## src/rtl/taxi_stat_accum_pkg.sv

```systemverilog
// Shared types for taxi_stat_accum: scan FSM state encoding and the
// channel-pointer width rule.
package taxi_stat_accum_pkg;

  typedef enum logic [1:0] {
    ST_IDLE = 2'd0,
    ST_SCAN = 2'd1,
    ST_SEND = 2'd2
  } state_t;

  // Width of the channel pointer for a given channel count: $clog2(cnt),
  // never below one bit so a single-channel build still has a pointer.
  function automatic int ptr_width(input int cnt);
    return (cnt > 1) ? $clog2(cnt) : 1;
  endfunction

endpackage

```

## src/rtl/taxi_stat_accum.sv

```systemverilog
// taxi_stat_accum: per-channel statistic accumulators, flushed as AXI-Stream
// beats (tdata = count, tid = channel id) on a periodic timer or when any
// accumulator reaches its top bit. Zero counters are skipped.
// Build option: define TAXI_STAT_ACCUM_SAT_EN to make accumulators saturate
// at all-ones instead of wrapping.
module taxi_stat_accum
  import taxi_stat_accum_pkg::*;
#(
  parameter int CNT           = 8,
  parameter int INC_W         = 8,
  parameter int DATA_W        = 16,
  parameter int ID_W          = 10,
  parameter int ID_BASE       = 0,
  parameter int UPDATE_PERIOD = 1024
) (
  input  logic                   clk,
  input  logic                   rst,
  input  logic [CNT*INC_W-1:0]   stat_inc,
  input  logic [CNT-1:0]         stat_valid,
  output logic [DATA_W-1:0]      m_axis_stat_tdata,
  output logic [ID_W-1:0]        m_axis_stat_tid,
  output logic                   m_axis_stat_tuser,
  output logic                   m_axis_stat_tvalid,
  input  logic                   m_axis_stat_tready
);

  localparam int PTR_W = ptr_width(CNT);
  localparam int TMR_W = $clog2(UPDATE_PERIOD);
  localparam logic [TMR_W-1:0] TMR_LAST = TMR_W'(UPDATE_PERIOD - 1);
  localparam logic [PTR_W-1:0] PTR_LAST = PTR_W'(CNT - 1);

  logic [DATA_W-1:0] acc     [CNT];
  logic [DATA_W-1:0] inc_ext [CNT];
  logic [DATA_W-1:0] acc_sum [CNT];
  logic [CNT-1:0]    urgent;

  state_t            state;
  logic [PTR_W-1:0]  ptr;
  logic [TMR_W-1:0]  timer;
  logic              flush_pend;
  logic              timer_wrap;
  logic [DATA_W-1:0] acc_sel;
  logic              capture;

`ifdef TAXI_STAT_ACCUM_SAT_EN
  logic [DATA_W:0]   sum_wide [CNT];
`endif

  // Per-channel next value: gated increment added to the accumulator.
  always_comb begin
    for (int i = 0; i < CNT; i++) begin
      inc_ext[i] = stat_valid[i] ? DATA_W'(stat_inc[i*INC_W +: INC_W]) : '0;
`ifdef TAXI_STAT_ACCUM_SAT_EN
      sum_wide[i] = {1'b0, acc[i]} + {1'b0, inc_ext[i]};
      acc_sum[i]  = sum_wide[i][DATA_W] ? '1 : sum_wide[i][DATA_W-1:0];
`else
      acc_sum[i]  = acc[i] + inc_ext[i];
`endif
      urgent[i]   = acc[i][DATA_W-1];
    end
  end

  // Scan decode: the counter under the pointer and whether it is reported.
  always_comb begin
    acc_sel    = acc[ptr];
    capture    = (state == ST_SCAN) && (acc_sel != '0);
    timer_wrap = (timer == TMR_LAST);
  end

  // Accumulators; a captured channel restarts from this cycle's increment
  // so nothing is lost between the snapshot and the restart.
  always_ff @(posedge clk or posedge rst) begin
    if (rst) begin
      // NOTE: the counters live in flops, not RAM, so every entry is cleared
      // by reset; a RAM-backed array would need a clearing sweep instead.
      for (int i = 0; i < CNT; i++) acc[i] <= '0;
    end else begin
      for (int i = 0; i < CNT; i++) begin
        // NOTE: state registers use non-blocking assignment so every flop
        // samples pre-edge values regardless of statement order.
        if (capture && (ptr == PTR_W'(i))) acc[i] <= inc_ext[i];
        else                               acc[i] <= acc_sum[i];
      end
    end
  end

  // Free-running flush timer, 0..UPDATE_PERIOD-1.
  always_ff @(posedge clk or posedge rst) begin
    if (rst) timer <= '0;
    else if (timer_wrap) timer <= '0;
    else timer <= timer + TMR_W'(1);
  end

  // Scan/send FSM with output register and pending-flush flag.
  always_ff @(posedge clk or posedge rst) begin
    if (rst) begin
      state              <= ST_IDLE;
      ptr                <= '0;
      flush_pend         <= 1'b0;
      m_axis_stat_tdata  <= '0;
      m_axis_stat_tid    <= '0;
      m_axis_stat_tuser  <= 1'b0;
      m_axis_stat_tvalid <= 1'b0;
    end else begin
      // A wrap always wins over a same-cycle clear so no period is missed.
      if (timer_wrap) flush_pend <= 1'b1;
      unique case (state)
        ST_IDLE: begin
          if (flush_pend || (|urgent)) begin
            state <= ST_SCAN;
            ptr   <= '0;
            if (!timer_wrap) flush_pend <= 1'b0;
          end
        end
        ST_SCAN: begin
          if (capture) begin
            m_axis_stat_tdata  <= acc_sel;
            m_axis_stat_tid    <= ID_W'(ID_BASE) + ID_W'(ptr);
            m_axis_stat_tuser  <= 1'b0;
            m_axis_stat_tvalid <= 1'b1;
            state              <= ST_SEND;
          end else if (ptr == PTR_LAST) begin
            state <= ST_IDLE;
          end else begin
            ptr <= ptr + PTR_W'(1);
          end
        end
        ST_SEND: begin
          if (m_axis_stat_tready) begin
            m_axis_stat_tvalid <= 1'b0;
            if (ptr == PTR_LAST) begin
              state <= ST_IDLE;
            end else begin
              ptr   <= ptr + PTR_W'(1);
              state <= ST_SCAN;
            end
          end
        end
        default: state <= ST_IDLE;
      endcase
    end
  end

endmodule

```

## config.mk

```make
export PLATFORM = sky130hd
export DESIGN_NAME = taxi_stat_accum
export DESIGN_NICKNAME = d
export VERILOG_FILES = /design/src/rtl/taxi_stat_accum_pkg.sv /design/src/rtl/taxi_stat_accum.sv
export SDC_FILE = /design/constraint.sdc
export NUM_CORES = 1
export LEC_CHECK = 0
export BUFFER_PORTS_ARGS = -buffer_cell sky130_fd_sc_hd__buf_2
export CAP_MARGIN = 20
export CORE_MARGIN = 3
export CORE_UTILIZATION = 40
export CTS_CLUSTER_DIAMETER = 80
export CTS_CLUSTER_SIZE = 10
export DETAILED_ROUTE_END_ITERATION = 10
export GPL_ROUTABILITY_DRIVEN = 0
export PLACE_DENSITY = 0.59
export SLEW_MARGIN = 25
export SYNTH_ARGS = -nofsm -noshare
export SYNTH_HDL_FRONTEND = slang
export SYNTH_SLANG_ARGS = --single-unit
```

## constraint.sdc

```tcl
create_clock -name clk -period 5.1 [get_ports clk]
set_input_delay 0.51 -clock clk [delete_from_list [all_inputs] [get_ports clk]]
set_output_delay 0.51 -clock clk [all_outputs]
set_load 0.005 [all_outputs]
```

### Word-level counts from Yosys, hierarchy flattened

Index checks and enable logic that the tools add are counted.

* ROM bits: 0
* memories: 0
* bits in latches: 0
* output and inout port bits: 28
* flip-flop bits (word level): 164
* RAM bits: 0

* reduce and logical (&&, ||, !) cells: 20
* $add $sub $neg: 10
* eq/ne operators: 15
* div/mod/pow operators: 0
* $lt $le $gt $ge: 1
* bitwise logic cells: 1
* shift operators: 0
* $mul: 0
* multiplexer cells: 38

Operator list (number)
* 16-bit two-way mux: 10
* 16-bit by 8-bit adder with 16-bit output: 8
* 8-bit two-way mux: 8
* 16-bit binary-select mux with 3-bit select: 1
* 16-bit nonzero test: 1
* 3-bit == test (second input constant): 4
* 3-bit two-way mux: 4
* 10-bit by 1-bit adder with 10-bit output (second input constant): 1
* 10-bit == test (second input constant): 1
* 10-bit two-way mux: 1
* 1-bit logical AND: 9
* 3-bit one-hot mux with 3 select lines: 1
* 2-bit two-way mux: 4
* 2-bit != test (second input constant): 4
* 8-bit OR reduction: 1
* 1-bit two-way mux: 7
* 3-bit by 2-bit == test with 1-bit output (second input constant): 2
* 2-bit one-hot mux with 3 select lines: 1
* 3-bit AND reduction: 2
* 4-bit greater-or-equal comparator (second input constant): 1
* 3-bit NOT with 4-bit output: 1
* 4-bit AND reduction: 1
* 3-bit by 1-bit adder with 3-bit output (second input constant): 1
* 3-bit by 1-bit == test with 1-bit output (second input constant): 1
* 10 further kinds: 10

### Longest topological paths before layout

Gate-level depths: netlist of run 1.

* word-level depth: 8
* mapped depth: 13

### Worst setup path after synthesis of run 1

No wires, ideal clock.

* path kind: register -> register
* start: register ptr[1]
* end: register m_axis_stat_tdata[10]
* setup slack: 2150 ps
* setup time: 125 ps
* clock period less this slack: 2950 ps
* buffers on the path: 4
* data arrival time: 2825 ps
* data required time: 4975 ps
* cell stages (with the launch flop): 12
* cells stage by stage: dfrtp_1 buf_6 mux4_2 or4_1 nor2_1 a21oi_1 nor4_2 buf_6 buf_6 a21oi_2 buf_6 mux2_4

* longest elaborated chain between the ends: 7

Ends and longest elaborated chain
* from (decl): line taxi_stat_accum.sv:38 `logic [PTR_W-1:0] ptr;`
* from (signal assigned): line taxi_stat_accum.sv:125 `ptr <= ptr + PTR_W'(1);`
* from (signal assigned): line taxi_stat_accum.sv:134 `ptr <= ptr + PTR_W'(1);`
* 3-bit NOT with 4-bit output (implied by the code) *: line taxi_stat_accum.sv:65 `acc_sel = acc[ptr];`
* 16-bit binary-select mux with 3-bit select *: line taxi_stat_accum.sv:65
* 16-bit two-way mux (implied by the code) * (2 in series): line taxi_stat_accum.sv:65
* 16-bit nonzero test: line taxi_stat_accum.sv:66 `capture = (state == ST_SCAN) && (acc_sel != '0);`
* 1-bit logical AND: line taxi_stat_accum.sv:66
* 2-bit AND reduction (no source line)
* to (signal assigned): line taxi_stat_accum.sv:117 `m_axis_stat_tdata <= acc_sel;`
* to (decl): line taxi_stat_accum.sv:20 `output logic [DATA_W-1:0] m_axis_stat_tdata,`

Mark *: on every way between the ends. The rest lies on a longest branch, timed or not. The select of a mux whose other input is x is not followed.
A chain may end at the register's enable or synchronous reset.

### Final worst setup path of run 1

* start: register ptr[2]
* end: register acc[82] in the netlist's numbering

* longest elaborated chain between the ends: 8
* elaborated cells on any way between the ends: 9
* those cells by class: eq/ne (1); mux (4); bitwise (1); reduce/logical (3)

Ends and longest elaborated chain
* 3-bit NOT with 4-bit output (implied by the code): line taxi_stat_accum.sv:65
* 16-bit binary-select mux with 3-bit select: line taxi_stat_accum.sv:65
* 16-bit two-way mux (implied by the code) (2 in series): line taxi_stat_accum.sv:65
* 16-bit nonzero test: line taxi_stat_accum.sv:66
* 1-bit logical AND: line taxi_stat_accum.sv:66
* 1-bit logical AND *: line taxi_stat_accum.sv:81 `if (capture && (ptr == PTR_W'(i))) acc[i] <= inc_ext[i];`
* 16-bit two-way mux *: line taxi_stat_accum.sv:81
* to (signal, indexed assignment): line taxi_stat_accum.sv:81
* to (signal, indexed assignment): line taxi_stat_accum.sv:82 `else acc[i] <= acc_sum[i];`
* to (decl): line taxi_stat_accum.sv:32 `logic [DATA_W-1:0] acc [CNT];`

Marks and branches as above.

==> results.md, run 1 <==
- Setup WS pre-CTS: approximately 1.3 ns
- GRT overflow: 0
- Cell Chain, Critical Path: buf_4 -> nor3_1 -> o32ai_1 -> a211oi_1 -> nand4_1 -> a21oi_2 -> buf_4 -> a21oi_2 -> mux2_2
- Final WL: 28,600 um
- Num ports: just over 100
- Die width: about 180 um
- Clock Skews: roughly 0.012 ns
- Synth-to-layout area growth: 12.01%
- Number of synthesized flops with an enable pin: 0
- Post-route setup TNS: 0 ns
- Buffer depth of the longest clock path: 2
- Inserted Diodes: 0
- Least-Margin Pin Slew: slightly below 1 ns
- Area contributors post-synth: dfrtp_1 36%, ha_1 8.2%, xnor2_1 5.3%
- Post-CTS Resized: 0
- CP max-delay cell: dfrtp_2
- Die area: around 30,000 um^2
- Vias in the first global route: between 8,000 and 9,000
- F_max: 0.2562 GHz
- Cell family with most CP delay: compound AO/OA/AOI/OAI gates
- Final nets: 1,379
- Vias per Instance: about 5.3
- DRT Pass-1 Iters: 5
- Static Leak: between 5 and 6 nW
- Critical path class: flop to flop
- Setup bufs post-CTS: 0
- Total Power: between 0.007 and 0.008 W
- # DRC: 0
- Largest area contributor in the netlist: dfrtp_1
- CTS tree: built
- Fin. Hold Viols: 0
- Mapped Area: 11,470 um^2
- Share of cells above drive strength 1: about a fifth
- Clock transition at path regs: roughly 0.07 ns
- Arr. time, crit path: 4.22 ns
- First-pass GRT wire length: between 40,000 and 50,000 um
- Die H: between 150 and 200 um
- Final-report max-slew violation count: 0
- Num rows: about 60
- Buffers & Inverters on Critical Path: 2
- Synthesized flop and latch total: 164
- IO buf count: 94
- Initial antenna violation count: 0
- Status: finished, final reports clean
- CP startpoint kind: flop
- RSZ-0062 raised after global routing: no
- CP required: between 5 and 6 ns
- Core outline area: about 28,000 um^2
- Routed Antenna Nets: 0
- CP max FO: 36
- Min cycle time layout: 3.903 ns
- Async SR Flop Fraction: 100.0%
- Total vias in the final route: ~8,500
- Hold bufs inserted after CTS: 0
- Cells after synthesis: between 1,000 and 1,500
- # setup viols final: 0
- WHS: 0.04726 ns
- HP Class: primary input to async pin
- Yosys Warn Count: 0
- Fin crit share: between 70 and 80%
- Largest net degree at the start of global routing: 100
- Power per cell area: 589.8 nW/um^2
- Clock latency on the worst-skew pair: between 0.4 and 0.5 ns
- DR WL/cell: 17.74 um
- Sequential fraction of the synthesis area: between 30 and 40%
- PnR worst setup slack: about 1.2 ns
- Worst path max stage delay: 0.91 ns
- Max VDD drop: slightly above 0.3 mV
- Clock sinks: approximately 160
- Worst setup EP type: flop
- Max cap viols: 0
- HPWL Detailed: roughly 22,000 um
- H-tree depth: 4
- Most used DFF post-synth: dfrtp_1
- Initial Util: just over 40%
- Number of distinct library cells after synthesis: 60
- Total track usage: 19.06%
- Synth Area per Inst: around 10 um^2
- Post-layout util: between 40% and 50%
- Initial DRC Count: a little over 600
- Worst slew margin: 33.97%
- Root buffer cell: clkbuf_16
- Num CTS Buffers: 17
- Yosys top cell area share: a little over a third
-- worst register-to-register path: cells and delay by family (launching register included) --
family | cells | cell delay [ns]
compound gates | 4 | 1.37
buf+inv | 2 | 0.79
flops | 1 | 0.91
mux | 1 | 0.42
simple gates | 2 | 0.30
-- worst paths after layout --
check,from,endpoint,slack (ns),depth (start not counted)
max in group asynchronous,rst,acc[65],4.06,4
hold reg to reg,timer[8],timer[8],0.47,1
setup reg to reg,ptr[2],acc[82],1.20,9
min in group clk,stat_inc[46],acc[38],0.43,3
hold / removal,rst,m_axis_stat_tid[2],0.05,2
setup / recovery,ptr[2],acc[82],1.20,9
-- layer usage --
layer | share of wire, % | track usage [%] | wire (um)
met1 | 47 | 26.26 | 13330
met3 | 4.4 | 3.264 | 1260
met4 | 2.2 | 6.117 | 627
met5 | 0 | 0 | 0
met2 | 47 | 30.70 | 13380
-- power breakdown --
part           switching [W]  internal [W]  leakage, nW
logic                0.00191       0.00194         3.53
registers           0.000689       0.00179         2.05
clock network       0.000601      0.000641        0.275
-- stage by stage --
stage | cell area (um^2) | std cells
2_1_floorplan | 11490 | 1134
3_3_place_gp | 12270 | 1579
3_5_place_dp | 12270 | 1579
4_1_cts | 12820 | 1611
5_1_grt | 12850 | 1612
6_report | 12850 | 1612
-- Yosys cell counts (all sizes together) (21+ instances only) --
cell type	number
dfrtp	164
nor2	132
mux2	80
nand2	77
ha	75
xnor2	69
and2	66
nand3	45
xor2	44
a21oi	36
buf	33
nor3	32
mux2i	27
nor2b	26
inv	24
mux4	24
o21ai	21
-- area by class of cell --
| cell class | count | area, um^2 |
|---|---|---|
| fill | 2679 | 15160 |
| multi-input combinational | 905 | 7028 |
| sequential | 164 | 4105 |
| timing repair buffer | 107 | 588.1 |
| tap | 378 | 473.0 |
| clock buffer | 18 | 429.2 |
| clock inverter | 14 | 120.1 |
| inverter | 26 | 102.6 |
-- cells in the final DEF, fill, tap and decap left out, drive strengths merged, types with 6 or more instances in the layout --
cell type | synthesis | layout
a211o | 6 | 6
a211oi | 17 | 17
a21o | 12 | 12
a21oi | 36 | 36
a31oi | 8 | 8
and2 | 66 | 66
and3 | 16 | 16
buf | 33 | 107
clkbuf | 6 | 18
clkinv | 2 | 8
conb | 1 | 8
dfrtp | 164 | 164
fa | 8 | 8
ha | 75 | 75
inv | 24 | 32
mux2 | 80 | 80
mux2i | 27 | 27
mux4 | 24 | 24
nand2 | 77 | 77
nand3 | 45 | 45
nand4 | 13 | 13
nor2 | 132 | 132
nor2b | 26 | 26
nor3 | 32 | 32
o21a | 10 | 10
o21ai | 21 | 21
o21bai | 10 | 10
o41a | 6 | 6
xnor2 | 69 | 69
xor2 | 44 | 44
-- cells by family after synthesis --
| family | count (synthesis) | synth area share [%] |
|---|---|---|
| AO/OA/AOI/OAI | 146 | 9.361 |
| XOR/XNOR | 113 | 8.630 |
| adder cells (fa/ha/maj) | 83 | 9.579 |
| buffers and inverters | 65 | 3.306 |
| flip-flops | 164 | 35.78 |
| multiplexers | 131 | 15.42 |
| other | 1 | 0.03270 |
| AND/OR/NAND/NOR | 424 | 17.89 |
-- state kept, by name, summed over array words and instances, names as in the netlist --
name / flops
acc: 128
m_axis_stat_tdata: 16
timer: 10
m_axis_stat_tid: 3
ptr: 3
state: 2
flush_pend: 1
m_axis_stat_tvalid: 1
Power figures use the tool's default switching activity.
==> inputs of run 2 (changes only) <==
==> constraint.sdc (replaced) <==
create_clock -name clk -period 3.53 [get_ports clk]
set_input_delay 0.353 -clock clk [delete_from_list [all_inputs] [get_ports clk]]
set_output_delay 0.353 -clock clk [all_outputs]
set_load 0.005 [all_outputs]
==> run 2 against run 1 <==
Final area is 1.2% higher. Global-route usage is 0.66 points lower. Sequential power rose by 38%. Critical path depth increased by 1. Highest routed layer unchanged. Flip-flop and latch count is the same. Register-to-register slack got worse by 0.91 ns. Utilization up 0.56 points. Clock-buffer cell count is the same. Final cell count rose by 0.50%. Non-clock buffer count increased by 8.
==> results.md, run 2 (synthesized netlist as in run 1, its figures left out) <==
- Flip-flop count of the largest register after layout: 128
- Clk pwr share: between 10% and 20%
- WHS: about 0.038 ns
- Grt peak-use layer: met2
- Largest regs: acc (128), m_axis_stat_tdata (16), timer (10)
- Max cap viols: 0
- Worst path max stage delay: approximately 0.79 ns
- Die area: about 30,000 um^2
- Worst setup EP type: flop
- GRT met3 Usage: under 10%
- Worst R2R End: m_axis_stat_tdata[11]
- Combinational share of power: about half
- GR Layer Usage met2: a little under 30%
- Cell Chain, Critical Path: buf_12 -> buf_4 -> nand2b_1 -> o32ai_1 -> a211oi_1 -> nand4_1 -> a21oi_2 -> buf_4 -> a21oi_4 -> mux2_4
- Setup bufs post-CTS: 0
- Final-report max-slew violation count: 0
- Core outline area: around 28,000 um^2
- Vias in the first global route: just over 8,000
- P_int: between 0.006 and 0.007 W
- Die width: approximately 180 um
- Finished Cell Area: around 13,000 um^2
- Num CTS Buffers: 17
- CP startpoint kind: flop
- HPWL Detailed: approximately 22,000 um
- RSZ-0062 raised after global routing: no
- Final WL: ~28,000 um
- # setup viols final: 0
- Num rows: 61
- CP max FO: 20
- # DRC: 0
- Post-CTS Resized: 0
- Sw Ratio: 40.55%
- Min cycle time layout: approximately 3.2 ns
- Routed Antenna Nets: 0
- Switching power: approximately 0.0046 W
- Status: finished, final reports clean
- DR WL/cell: 17.09 um
- Hold bufs inserted after CTS: 0
- Final nets: ~1,400
- Most common cell after layout, fill and taps aside: dfrtp_1
- Largest net degree at the start of global routing: about 70
- Num ports: about 100
- IO buf count: 94
- CP required: approximately 3.8 ns
- Max VDD drop: roughly 0.45 mV
- Clock transition at path regs: 0.07 ns
- Clock Skews: 0.009731 ns
- Post-layout util: 46.42%
- Least-Margin Pin Slew: roughly 0.99 ns
- Fin crit share: roughly nine tenths
- Worst R2R Start: ptr[1]
- Worst slew margin: between 30% and 40%
- Power per cell area: approximately 860 nW/um^2
- Post-route setup TNS: 0 ns
- Initial Util: 40.94%
- Most common cell on crit path: buf_4
- Most frequent cells in the layout: 163 x dfrtp_1, 132 x nor2_1, 94 x buf_2, 77 x nand2_1, 75 x ha_1
- Clock latency on the worst-skew pair: between 0.4 and 0.5 ns
- Top reg by flops: acc
- Static Leak: just under 6 nW
- HP Class: primary input to async pin
- CP max-delay cell: a21oi_4
- First-pass GRT wire length: 44,660 um
- Met1 GRT Util: 25.98%
- Worst-case reg-to-reg path depth: 10
- Buffer depth of the longest clock path: 2
- Critical path class: flop to flop
- Arr. time, crit path: 3.56 ns
- Die H: around 180 um
- Root buffer cell: clkbuf_16
- Vias per Instance: ~5.2
- Initial DRC Count: just over 500
- Buffers & Inverters on Critical Path: 3
- Initial antenna violation count: 0
- Synth-to-layout area growth: 13.38%
- Inserted Diodes: 0
- GRT overflow: 0
- Placement-stage cell area: approximately 12,000 um^2
- DRT Pass-1 Iters: 5
- CTS tree: built
- Total vias in the final route: ~8,500
- H-tree depth: 4
- Total track usage: around 18%
- Flop pwr share: between 30% and 40%
- Share of cells above drive strength 1: around a fifth
- Clock sinks: around 160
- F_max: 0.3083 GHz
- Cell family with most CP delay: compound AO/OA/AOI/OAI gates
- Flop2flop setup slack: around 0.29 ns
- Fin. Hold Viols: 0
run 2: per-stage QoR:
stage | instances | total power, W | worst slack (ns)
floorplan | 1134 | 0.007729 | 0.5803
global placement | 1588 | 0.009137 | 0.3159
detailed placement | 1588 | 0.009251 | 0.2943
CTS | 1620 | 0.01131 | 0.2954
global route | 1620 | 0.01210 | 0.1105
finish | 1620 | 0.01124 | 0.2863
run 2: worst register-to-register path: stages, from the launching register on:
cell and delay (ns):
dfrtp_1 0.56, buf_12 0.20, buf_4 0.21, nand2b_1 0.12
o32ai_1 0.39, a211oi_1 0.10, nand4_1 0.15, a21oi_2 0.05
buf_4 0.20, a21oi_4 0.79, mux2_4 0.36
run 2: power groups by stage:
stage,combinational (W),sequential (W),clock [W]
6_report,0.00581,0.00343,0.00200
5_1_grt,0.00645,0.00352,0.00213
4_1_cts,0.00583,0.00345,0.00204
3_5_place_dp,0.00578,0.00347,0
3_3_place_gp,0.00568,0.00346,0
2_1_floorplan,0.00468,0.00305,0
run 2: worst max-delay path by stage:
stage                                  endpoint  cells after the start   start  slack, ns
after CTS                    m_axis_stat_tid[1]                      8  ptr[1]       0.30
final                     m_axis_stat_tdata[11]                     10  ptr[1]       0.29
after detailed placement  m_axis_stat_tdata[11]                      8  ptr[1]       0.29
after global routing      m_axis_stat_tdata[12]                     10  ptr[1]       0.11
after floorplan           m_axis_stat_tdata[10]                     11  ptr[1]       0.58
after global placement     m_axis_stat_tdata[5]                      8  ptr[1]       0.32
run 2: cell type report:
cell class	count	area [um^2]
fill	2731	15010
multi-input combinational	905	7028
sequential	164	4105
timing repair buffer	115	665.6
tap	378	473.0
clock buffer	18	429.2
clock inverter	14	200.2
inverter	26	101.3
run 2: per-layer routing:
layer / part of all wire [%] / wire, um
met3: 4.9 / 1349
met5: 0 / 0
met1: 47 / 13050
met2: 47 / 13020
met4: 0.99 / 274
==> inputs of run 3 (changes only) <==
--- a/config.mk
+++ b/config.mk
@@ -5,6 +5,7 @@
 export SDC_FILE = /design/constraint.sdc
 export NUM_CORES = 1
 export LEC_CHECK = 0
+export ABC_AREA = 1
 export BUFFER_PORTS_ARGS = -buffer_cell sky130_fd_sc_hd__buf_2
 export CAP_MARGIN = 20
 export CORE_MARGIN = 3
@@ -13,7 +14,7 @@
 export CTS_CLUSTER_SIZE = 10
 export DETAILED_ROUTE_END_ITERATION = 10
 export GPL_ROUTABILITY_DRIVEN = 0
-export PLACE_DENSITY = 0.59
+export PLACE_DENSITY = 0.58
 export SLEW_MARGIN = 25
 export SYNTH_ARGS = -nofsm -noshare
 export SYNTH_HDL_FRONTEND = slang
==> run 3 against run 2 <==
The run now ends with hold timing left. Fmax grew 4.8%. Sequential share of layout area shrank 1.1 points. Total power shrank 16%. Flip-flop and latch count is the same. Clock power shrank 5%. Critical path depth grew 2. Wire length grew 20%. Final area grew 3.7%.
==> results.md, run 3 <==
- Status: finished with violations
- Failing checks: hold timing
- First-pass GRT wire length: around 54,000 um
- Number of synthesized flops with an enable pin: 0
- Cell Chain, Critical Path: buf_4 -> nand2_1 -> nand3_1 -> nand3_1 -> nand2_1 -> nand2_1 -> nor2_1 -> nand2_1 -> o21ai_4 -> buf_4 -> nand2_1 -> o21ai_0
- Num CTS Buffers: 17
- Most frequent cells in the layout: 590 x nand2_1, 298 x inv_1, 262 x nand3_1, 163 x dfrtp_1, 94 x buf_2
- Async SR Flop Fraction: between 90% and 100%
- Clk pwr share: about a fifth
- Cells after synthesis: between 1,500 and 2,000
- Clock sinks: between 150 and 200
- Static Leak: 7.967 nW
- Routed Antenna Nets: 0
- Setup bufs post-CTS: 0
- Vias per Instance: ~5
- Die width: ~180 um
- Total track usage: approximately 20%
- Die area: ~32,000 um^2
- P_int: about 0.0053 W
- Finished Cell Area: ~13,000 um^2
- Worst R2R End: m_axis_stat_tdata[7]
- Yosys top cell area share: around a third
- # setup viols final: 0
- Worst path max stage delay: around 0.58 ns
- Largest regs: acc (128), m_axis_stat_tdata (16), timer (10)
- CP max FO: 71
- Max cap viols: 0
- Switching power: roughly 0.0041 W
- Sw Ratio: between 40% and 50%
- Num ports: a little over 100
- Fillers: about 3,100
- Most common cell on crit path: nand2_1
- Flop2flop setup slack: about 0.44 ns
- Mapped Area: ~12,000 um^2
- Final-report max-slew violation count: 0
- Initial DRC Count: 677
- Final nets: approximately 2,000
- Flip-flop count of the largest register after layout: between 100 and 150
- DR WL/cell: around 15 um
- Number of distinct library cells after synthesis: 33
- Initial antenna violation count: 0
- Share of cells above drive strength 1: under 10%
- RSZ-0062 raised after global routing: no
- Cell family with most CP delay: simple AND/OR/NAND/NOR gates
- Most common cell after layout, fill and taps aside: nand2_1
- F_max: 0.3232 GHz
- Root buffer cell: clkbuf_16
- Sequential fraction of the synthesis area: between 30% and 40%
- HPWL Detailed: about 25,000 um
- Clock transition at path regs: roughly 0.070 ns
- CP startpoint kind: flop
- Synth Area per Inst: 6.789 um^2
- Hold bufs inserted after CTS: 0
- Flop pwr share: about a third
- Synth-to-layout area growth: 11.17%
- Post-synth top cells: 590 x nand2_1, 299 x inv_1, 262 x nand3_1, 164 x dfrtp_1, 75 x ha_1
- Max VDD drop: 0.3304 mV
- Setup WS pre-CTS: between 0.4 and 0.5 ns
- Count leader, synth: nand2_1
- Initial Util: 40.69%
- Min cycle time layout: ~3.1 ns
- Post-CTS Resized: 0
- IO buf count: 94
- Final WL: ~33,000 um
- Total Power: between 0.009 and 0.01 W
- HP Class: primary input to async pin
- Num rows: between 60 and 70
- Arr. time, crit path: 3.39 ns
- CP max-delay cell: buf_4
- WHS: -0.01881 ns
- H-tree depth: 4
- CTS tree: built
- Buffer depth of the longest clock path: 2
- Inserted Diodes: 0
- Worst slew margin: between 30% and 40%
- Clock latency on the worst-skew pair: between 0.4 and 0.5 ns
- Largest net degree at the start of global routing: around 170
- GRT overflow: 0
- Critical path class: flop to flop
- Least-Margin Pin Slew: around 0.9 ns
- Total vias in the final route: 11,171
- Vias in the first global route: 10,535
- Synthesized flop and latch total: ~160
- Top reg by flops: acc
- Die H: roughly 180 um
- Worst setup EP type: flop
- DRT Pass-1 Iters: 7
- Fin. Hold Viols: 20
- Worst-case reg-to-reg path depth: 12
- Largest area contributor in the netlist: dfrtp_1
- CP required: ~3.8 ns
- Worst R2R Start: ptr[0]
- # DRC: 0
- Buffers & Inverters on Critical Path: 2
- Most used DFF post-synth: dfrtp_1
- Placement-stage cell area: about 13,000 um^2
- Power per cell area: 700.3 nW/um^2
- Clock Skews: 0.01506 ns
- Core outline area: between 20,000 and 30,000 um^2
- Fin crit share: 87.65%
- Area contributors post-synth: dfrtp_1 34%, nand2_1 18%, nand3_1 11%
- Yosys Warn Count: 0
- PnR worst setup slack: approximately 0.44 ns
- Post-route setup TNS: 0 ns
- Combinational share of power: between 40% and 50%
==> run 3: changes by cell type after synthesis, moves of 27 or more <==
| cell | delta |
|---|---|
| and2_1 | -66 |
| inv_1 | +275 |
| mux2_2 | -48 |
| mux2i_1 | -27 |
| nand2_1 | +513 |
| nand3_1 | +217 |
| nor2_1 | -67 |
| o21ai_0 | +53 |
| xnor2_1 | -51 |
==> run 3: worst max-delay path by stage <==
stage          slack [ns]  cells past startpoint    from              endpoint
6_report             0.44                     12  ptr[0]  m_axis_stat_tdata[7]
5_1_grt              0.23                     12  ptr[0]  m_axis_stat_tdata[7]
4_1_cts              0.39                     12  ptr[0]  m_axis_stat_tdata[7]
3_5_place_dp         0.43                     12  ptr[0]  m_axis_stat_tdata[7]
3_3_place_gp         0.42                     12  ptr[0]  m_axis_stat_tdata[7]
2_1_floorplan        1.09                      1     rst                acc[0]
==> run 3: through the flow <==
stage               cells  util (%)  hold WS, ns
floorplan            1793         -       0.4514
global placement     2226     43.20       0.4661
detailed placement   2226     43.20       0.4704
CTS                  2258     45.15       0.2480
global route         2259     45.24      0.01333
finish               2259     45.24     -0.01881
==> run 3: cell families (layout without fill, tap and decap cells) <==
| kind of cell | after synthesis | count (layout) | synth area share (%) |
|---|---|---|---|
| buffers and inverters | 368 | 444 | 12.57 |
| adder cells (fa/ha/maj) | 83 | 83 | 9.060 |
| flip-flops | 164 | 164 | 33.85 |
| AO/OA/AOI/OAI | 148 | 148 | 6.676 |
| AND/OR/NAND/NOR | 965 | 965 | 33.70 |
| XOR/XNOR | 57 | 57 | 4.117 |
| other | 1 | 8 | 0.03093 |
==> run 3: worst reg2reg max path: stages, from the launching register on <==
cell	delay, ns
dfrtp_2	0.37
buf_4	0.58
nand2_1	0.13
nand3_1	0.12
nand3_1	0.17
nand2_1	0.15
nand2_1	0.06
nor2_1	0.15
nand2_1	0.16
o21ai_4	0.34
buf_4	0.38
nand2_1	0.18
o21ai_0	0.20
==> run 3: cell type report <==
class | instances | area, um^2 | area share [%]
Clock buffer | 17 | 425.4 | 3.156
Clock inverter | 15 | 155.1 | 1.151
Inverter | 305 | 1149 | 8.521
Multi-Input combinational cell | 1261 | 6531 | 48.45
Sequential cell | 164 | 4105 | 30.46
Tap cell | 390 | 488.0 | 3.620
Timing Repair Buffer | 107 | 625.6 | 4.641
==> run 3: routing by layer <==
layer  vias to the layer above  track usage [%]  wire (um)
li1                       5711                -          -
met1                      5187            28.15      15500
met2                       239            33.94      15850
met3                        34            2.523       1207
met4                         0            4.759        571
met5                         -                0          0
==> run 3: power groups by stage <==
stage                     clock network [W]  logic (W)  registers, W
after global placement                    0    0.00416       0.00329
after detailed placement                  0    0.00427       0.00329
after CTS                           0.00195    0.00428       0.00328
final                               0.00190    0.00426       0.00327
after global routing                0.00203    0.00497       0.00336
after floorplan                           0    0.00335       0.00303
